$ cat config.mk
export PLATFORM = sky130hd
export DESIGN_NAME = regbank_read_arbiter
export DESIGN_NICKNAME = d
export VERILOG_FILES = /design/src/rtl/regbank_pkg.sv /design/src/rtl/regbank_read_arbiter_rr.sv /design/src/rtl/regbank_read_arbiter.sv
export SDC_FILE = /design/constraint.sdc
export NUM_CORES = 1
export LEC_CHECK = 0
export CAP_MARGIN = 10
export CORE_MARGIN = 4
export CORE_UTILIZATION = 40
export DETAILED_ROUTE_END_ITERATION = 8
export PLACE_DENSITY = 0.8
export SYNTH_ARGS = -nofsm -noshare
export SYNTH_HDL_FRONTEND = slang
export SYNTH_SLANG_ARGS = --single-unit
$ cat constraint.sdc
create_clock -name clk -period 8.9 [get_ports clk]
set_input_delay 1.78 -clock clk [delete_from_list [all_inputs] [get_ports clk]]
set_output_delay 1.78 -clock clk [all_outputs]
set_load 0.02 [all_outputs]
$ cat src/rtl/regbank_pkg.sv
// Shared types and constants for the register-bank read path.
// Requester indices name the clients of the single bank read port.
package regbank_pkg;

    localparam int DW   = 32;
    localparam int AW   = 4;
    localparam int NREG = 16;
    localparam int NREQ = 3;
    localparam int IDW  = 2;

    typedef logic [IDW-1:0] req_id_t;

    localparam req_id_t REQ_OPA = 2'd0;
    localparam req_id_t REQ_OPB = 2'd1;
    localparam req_id_t REQ_DBG = 2'd2;

endpackage

$ cat src/rtl/regbank_read_arbiter_rr.sv
// Rotating-priority search: the first asserted request at or after ptr wins.
// Output is one-hot, or all zero when disabled or nothing is requesting.
module rr_arbiter #(
    parameter int NREQ = 3,
    parameter int IDW  = 2
) (
    input  logic [NREQ-1:0] req,
    input  logic [IDW-1:0]  ptr,
    input  logic            en,
    output logic [NREQ-1:0] gnt
);

    // Walk the requesters starting at ptr, wrapping, and keep the first hit.
    always_comb begin
        int  idx;
        logic found;
        gnt   = '0;
        found = 1'b0;
        idx   = 0;
        for (int k = 0; k < NREQ; k++) begin
            idx = int'(ptr) + k;
            if (idx >= NREQ) begin
                idx = idx - NREQ;
            end
            if (en && !found && req[idx]) begin
                gnt[idx] = 1'b1;
                found    = 1'b1;
            end
        end
    end

endmodule

$ cat src/rtl/regbank_read_arbiter.sv
// Round-robin sharing of the register-bank read port with a registered,
// id-tagged result stage and same-cycle write bypass.
module regbank_read_arbiter #(
    parameter int NREQ = 3,
    parameter int DW   = 32,
    parameter int AW   = 4,
    parameter int IDW  = 2
) (
    input  logic              clk,
    input  logic              rst,
    input  logic [NREQ-1:0]   req,
    input  logic [NREQ*AW-1:0] req_addr,
    output logic [NREQ-1:0]   gnt,
    output logic [AW-1:0]     mux_sel,
    input  logic [DW-1:0]     mux_out,
    input  logic              wr_en,
    input  logic [AW-1:0]     wr_addr,
    input  logic [DW-1:0]     wr_data,
    output logic              rd_valid,
    input  logic              rd_ready,
    output logic [IDW-1:0]    rd_id,
    output logic [DW-1:0]     rd_data
);

    import regbank_pkg::*;

    logic            rd_valid_q, rd_valid_d;
    logic [IDW-1:0]  rd_id_q, rd_id_d;
    logic [DW-1:0]   rd_data_q, rd_data_d;
    logic [IDW-1:0]  ptr_q, ptr_d;
    logic [AW-1:0]   sel_q, sel_d;

    logic            stall;
    logic            any_gnt;
    logic [IDW-1:0]  win;
    logic [AW-1:0]   win_addr;
    logic            bypass;

    assign stall = rd_valid_q && !rd_ready;

    rr_arbiter #(
        .NREQ (NREQ),
        .IDW  (IDW)
    ) u_arb (
        .req (req),
        .ptr (ptr_q),
        .en  (!stall && !rst),
        .gnt (gnt)
    );

    // Decode the one-hot grant into the winner index and its address.
    always_comb begin
        win      = '0;
        win_addr = '0;
        for (int i = 0; i < NREQ; i++) begin
            if (gnt[i]) begin
                win      = IDW'(i);
                win_addr = req_addr[i*AW +: AW];
            end
        end
    end

    assign any_gnt = |gnt;
    assign mux_sel = any_gnt ? win_addr : sel_q;
    assign bypass  = wr_en && (wr_addr == mux_sel);

    // Next state of the result stage, pointer and select hold register.
    always_comb begin
        rd_valid_d = rd_valid_q;
        rd_id_d    = rd_id_q;
        rd_data_d  = rd_data_q;
        ptr_d      = ptr_q;
        sel_d      = sel_q;
        if (any_gnt) begin
            rd_valid_d = 1'b1;
            rd_id_d    = win;
            rd_data_d  = bypass ? wr_data : mux_out;
            ptr_d      = (win == IDW'(NREQ - 1)) ? '0 : win + 1'b1;
            sel_d      = win_addr;
        end else if (!stall) begin
            rd_valid_d = 1'b0;
        end
    end

    // State registers; reset discards any in-flight result.
    always_ff @(posedge clk or posedge rst) begin
        if (rst) begin
            rd_valid_q <= 1'b0;
            rd_id_q    <= '0;
            rd_data_q  <= '0;
            ptr_q      <= '0;
            sel_q      <= '0;
        end else begin
            rd_valid_q <= rd_valid_d;
            rd_id_q    <= rd_id_d;
            rd_data_q  <= rd_data_d;
            ptr_q      <= ptr_d;
            sel_q      <= sel_d;
        end
    end

    assign rd_valid = rd_valid_q;
    assign rd_id    = rd_id_q;
    assign rd_data  = rd_data_q;

endmodule

==> metrics.txt, run 1 <==
height of the die between 80 and 90 um; die width 88.0 um; DIE AREA about 7700 um^2; GRT Total Usage 0.215; Rows 28; CP Class input port to primary output; critical path arrival between 5000 and 6000 ps; Routed Antenna Nets 0; layout cells sized above 1 0.0610; synth top area cells dfrtp_1, a31oi_1, o21ai_0, a21oi_1, nor2_1; power per standard cell area roughly 350 nW/um^2; fin nets 500; I/O pin cnt around 130; relative slew slack 0.195; leakage power between 0.001 and 0.0015 uW; # DRC 0; final setup skew between 8 and 9 ps; Yosys top cell area share 0.391; startpoint types input port; first-pass GRT wire length between 10 and 15 mm; DR pass1 iterations 5; TritonCTS clock tree yes; P&R area growth vs syn 52.4%; Post-Route Setup TNS 0 ps; vias in the first global route 2807; mean routed wirelength per cell around 17 um; Via density around 6; Final Hold Fails 0; Post-Syn Area between 2000 and 3000 um^2; Yosys cell types 57; most frequent cells in the layout clkdlybuf4s50_1, o21ai_0, dfrtp_1; initial core utilization 0.423; core area between 6000 and 7000 um^2; Worst Max-Slew Pin Slew 1210 ps; clk sinks 40; initial antenna violation count 0; Filler cells approximately 530; Synth warnings 0; path category of the worst min-delay check flip-flop to flip-flop; final wirelength between 8 and 9 mm; Mapped Cells between 200 and 300; VDD IR max about 0.00021 V; largest net degree at the start of global routing 43; GPL Wtd Cong 0.881; RSZ-0062 raised after global routing false; Peak Freq around 140 MHz; Syn Nets 388; Max Fanout on Critical Path 42; final slew viol count 0; CTS clk-pin slew, worst paths approximately 80 ps; min cycle time layout about 7000 ps; status complete, no violations; post-synthesis sequential area ratio 0.391; # setup viols final 0; post-synthesis register bit count 40; Longest Clk Path Bufs 2; CTS Root Cell clkbuf_8; max_cap viols 0; dpl hpwl 6.12 mm; Critical Path Sink Type primary output; Mean Syn Cell Area between 8 and 9 um^2; period utilization 0.791; H-tree levels 2; routed vias between 2000 and 3000; Worst Hold Slack between 400 and 500 ps; Required @ worst endpoint between 7000 and 8000 ps; largest area contributor in the netlist dfrtp_1; Iter 0 DRT Violations 155; GRT overflow 0; CTS buffer count 5; commonest non-fill, non-tap cell in the layout clkdlybuf4s50_1; post-CTS setup buffers 0; CTS resizes 0; Post-synth EDFFs 0; fraction of registers with async set/reset 1.00; antenna cells 0; clock latency on the worst-skew pair 290 ps; Top FF cell, synth dfrtp_1; hold buffers post-CTS 0; I/O Buffers 128
-- metrics by stage --
| step | worst slack [ps] | area (um^2) | util | std cells | power [uW] |
|---|---|---|---|---|---|
| floorplan | 2850 | 2560 | - | 297 | 896 |
| global placement | 1960 | 3810 | 0.628 | 477 | 1210 |
| detailed placement | 1840 | 3810 | 0.628 | 477 | 1230 |
| CTS | 1820 | 3900 | 0.644 | 485 | 1360 |
| global route | 1560 | 3900 | 0.644 | 485 | 1450 |
| finish | 1860 | 3900 | 0.644 | 485 | 1360 |
-- layout make-up --
cell class,instances,area (um^2),share of cell area
multi-input cells,224,1390,0.357
repair buffers,129,1290,0.330
flip-flops and latches,40,1000,0.256
well taps,75,93.8,0.0240
clock buffers,7,86.3,0.0221
inverters,9,33.8,0.00866
clock inverters,1,7.51,0.00192
-- Yosys cell counts (2+ instances only) --
cell type,count
o211ai_1,3
nand2_1,8
clkbuf_1,4
a31oi_1,35
nand3_1,3
or3_1,3
buf_2,9
nor2_1,37
a21boi_0,2
a32o_1,2
inv_1,9
clkbuf_2,3
a211oi_4,2
buf_4,3
buf_6,5
mux2i_1,2
o31ai_1,3
nor2b_1,3
and3_1,2
nor3_1,4
o21ai_0,41
dfrtp_1,40
ha_1,4
a21oi_1,36
o21ai_2,2
-- report_power, final --
group	switching, uW	total, uW	leakage (uW)	internal (uW)
sequential	47.9	323	0.000451	275
clock	64.5	128	0.0000445	63.1
combinational	530	908	0.000993	378
total	642	1360	0.00149	716
-- state kept, by name, summed over array words and instances, names as in the netlist --
signal / flops
ptr_q: 2
rd_data: 32
rd_id: 1
rd_valid: 1
sel_q: 4
-- final timing paths --
kind | to | depth (start not counted) | from | slack, ps
worst max-delay path | mux_sel[3] | 7 | rst | 1860
worst min-delay path | rd_id[1]$_DFFE_PP0N_ | 1 | rd_id[1]$_DFFE_PP0N_ | 490
worst max register to register | rd_data[10]$_DFFE_PP0N_ | 10 | ptr_q[1]$_DFFE_PP0N_ | 4890
worst min register to register | rd_id[1]$_DFFE_PP0N_ | 1 | rd_id[1]$_DFFE_PP0N_ | 490
max in group asynchronous | rd_data[7]$_DFFE_PP0N_ | 2 | rst | 6220
min in group asynchronous | sel_q[0]$_DFF_PP0_ | 2 | rst | 2130
-- logic make-up after synthesis --
kind of cell	share of synthesized area
DFF	0.391
adders and majority gates	0.0195
AOI/OAI and AO/OA	0.364
muxes	0.0225
buffers and inverters	0.0733
and+or+nand+nor	0.129
-- critical path: stages --
cell and delay [ps]:
clkdlybuf4s50_1 510, inv_2 680, o211ai_1 400, a21oi_1 460, a31oi_4 270, o31ai_1 470
clkdlybuf4s50_1 670
-- per-layer routing --
metal / track usage / part of all wire / vias up
met3: 0.0555 / 0.11 / 11
met1: 0.284 / 0.40 / 1314
li1: - / - / 1326
met5: 0 / 0 / -
met4: 0.0508 / 0.0087 / 0
met2: 0.355 / 0.48 / 178
(Power assumes the default switching activity.)
==> inputs of run 2 (changes only) <==
CORE_UTILIZATION = 37   (was 40)
PLACE_DENSITY = 0.78   (was 0.8)
clock period = 6.4 ns   (was 8.9 ns; I/O delays follow)
==> metrics.txt, run 2 (same netlist as run 1, synthesis figures left out) <==
# setup viols final 0 (unchanged); Via density 5.68 (-2.6%); layout cells sized above 1 0.0608 (-0.000148); Rows 30 (+7.1%); crit-path cells clkdlybuf4s50_1, nand4bb_1, o21ai_0, a32o_1, or3_1, a31oi_4, nand2_1, o31ai_1, clkdlybuf4s50_1; leakage power 0.00149 uW (+0.22%); RSZ-0062 raised after global routing false; final setup skew 3.83 ps (-5.12 ps); Worst Hold Slack 486 ps (-1.54 ps); clk sinks 40 (unchanged); critical path arrival 4340 ps (-920 ps); initial core utilization 0.379 (-0.0435); dpl hpwl 5.92 mm (-3.3%); largest net degree at the start of global routing 42 (-2.3%); relative slew slack 0.149 (-0.0454); period utilization 0.878; setup slack after layout 783 ps (-1080 ps); CP Class input port to primary output; Top cell by count, worst path clkdlybuf4s50_1; startpoint types input port; path category of the worst min-delay check flip-flop to flip-flop; RR Endpoint rd_data[29]$_DFFE_PP0N_; CTS resizes 0 (unchanged); max_cap viols 0 (unchanged); dpl ws 777 ps (-1070 ps); DR pass1 iterations 4 (-1); Min-Delay Endpoint sel_q[3]$_DFF_PP0_; die width 91.2 um (+3.6%); Critical-path top delay cell clkdlybuf4s50_1; Routed Antenna Nets 0 (unchanged); Reg-to-Reg Start ptr_q[1]$_DFFE_PP0N_; final slew viol count 0 (unchanged); status complete, no violations; GPL Wtd Cong 0.859 (-2.6%); Longest Clk Path Bufs 2 (unchanged); Max Fanout on Critical Path 26 (-38%); # DRC 0 (unchanged); I/O Buffers 128 (unchanged); Iter 0 DRT Violations 84 (-46%); Worst Max-Slew Pin Slew 1280 ps (+68.1 ps); most frequent cells in the layout clkdlybuf4s50_1, o21ai_0, dfrtp_1; Largest register FFs 32 (unchanged); GRT overflow 0 (unchanged); DP Area 3830 um^2 (+0.56%); vias in the first global route 2761 (-1.6%); WP buf/inv 2 (-1); HP Start sel_q[3]$_DFF_PP0_; DIE AREA 8320 um^2 (+7.4%); P&R area growth vs syn 52.6%; antenna cells 0 (unchanged); reg-to-reg slack, setup 2440 ps (-2450 ps); CTS Root Cell clkbuf_8; GRT Total Usage 0.197 (-0.0177); mean routed wirelength per cell 17.1 um (-2.0%); first-pass GRT wire length 13.5 mm (+1.7%); final wirelength 8.40 mm (-0.77%); power per standard cell area 477 nW/um^2 (+37%); VDD IR max 0.000282 V (+34%); routed vias 2790 (-1.4%); Final Hold Fails 0 (unchanged); initial antenna violation count 0 (unchanged); commonest non-fill, non-tap cell in the layout clkdlybuf4s50_1; H-tree levels 2 (unchanged); Finished Cell Area 3910 um^2 (+0.13%); Critical Path Sink Type primary output; Post-Route Setup TNS 0 ps (unchanged); Required @ worst endpoint 5120 ps (-2000 ps); height of the die 91.2 um (+3.6%); Peak Freq about 180 MHz; worst hold stages 2 (+1); total power 1870 uW (+37%); CTS clk-pin slew, worst paths 80 ps (about the same); Worst Reg-to-Reg Cells 10 (unchanged); Filler cells 606 (+15%); post-CTS setup buffers 0 (unchanged); I/O pin cnt 129 (unchanged); clock latency on the worst-skew pair 280 ps (about the same); CP delay by family, top buffers and inverters; core area 6760 um^2 (+11%); delay of the slowest critical-path stage 670 ps (about the same); TritonCTS clock tree yes; CTS buffer count 5 (unchanged); min cycle time layout between 5000 and 6000 ps; hold buffers post-CTS 0 (unchanged); fin nets 502 (+0.40%)
run 2: changes by cell type in the layout (fill, tap and decap cells not counted), sizes merged:
cell,delta
clkinv,+2
clkbuf,-1
buf,+2
clkinvlp,-1
inv,-1
run 2: cell type report:
type                            instances  area, um^2  share of cell area
Clock buffer                            6        72.6              0.0186
Clock inverter                          1        5.00             0.00128
Inverter                                9        33.8             0.00865
Multi-Input combinational cell        224        1390               0.356
Sequential cell                        40        1000               0.256
Tap cell                               80         100              0.0256
Timing Repair Buffer                  131        1300               0.334
run 2: worst max path at each step:
stage	cells after the start	start	endpoint	slack (ps)
floorplan	6	rst	mux_sel[0]	1350
global placement	9	req[2]	mux_sel[0]	820
detailed placement	9	req[2]	mux_sel[0]	780
CTS	9	req[2]	mux_sel[0]	760
global route	9	req[2]	mux_sel[0]	590
finish	9	req[2]	mux_sel[0]	780
run 2: per-layer routing:
| metal | vias to the layer above | wire length [um] | track usage |
|---|---|---|---|
| met2 | 125 | 3830 | 0.324 |
| met3 | 8 | 598 | 0.0530 |
| met5 | - | 0 | 0 |
| met4 | 0 | 79 | 0.0389 |
| met1 | 1322 | 3900 | 0.262 |
| li1 | 1335 | - | - |
run 2: power by group:
group | switching [uW] | leakage (uW) | internal (uW) | total (uW)
combinational | 727 | 0.000999 | 528 | 1260
sequential | 65.3 | 0.000451 | 382 | 448
clock | 87.9 | 0.0000410 | 74.3 | 162
run 2: tightest hold or removal path: stages, from the launching register on:
cell,delay [ps]
dfrtp_1,330
nand2_1,50
o31ai_1,70
run 2: metrics by stage:
step	utilization	cells
2_1_floorplan	-	297
3_3_place_gp	0.567	484
3_5_place_dp	0.567	484
4_1_cts	0.578	491
5_1_grt	0.578	491
6_report	0.578	491
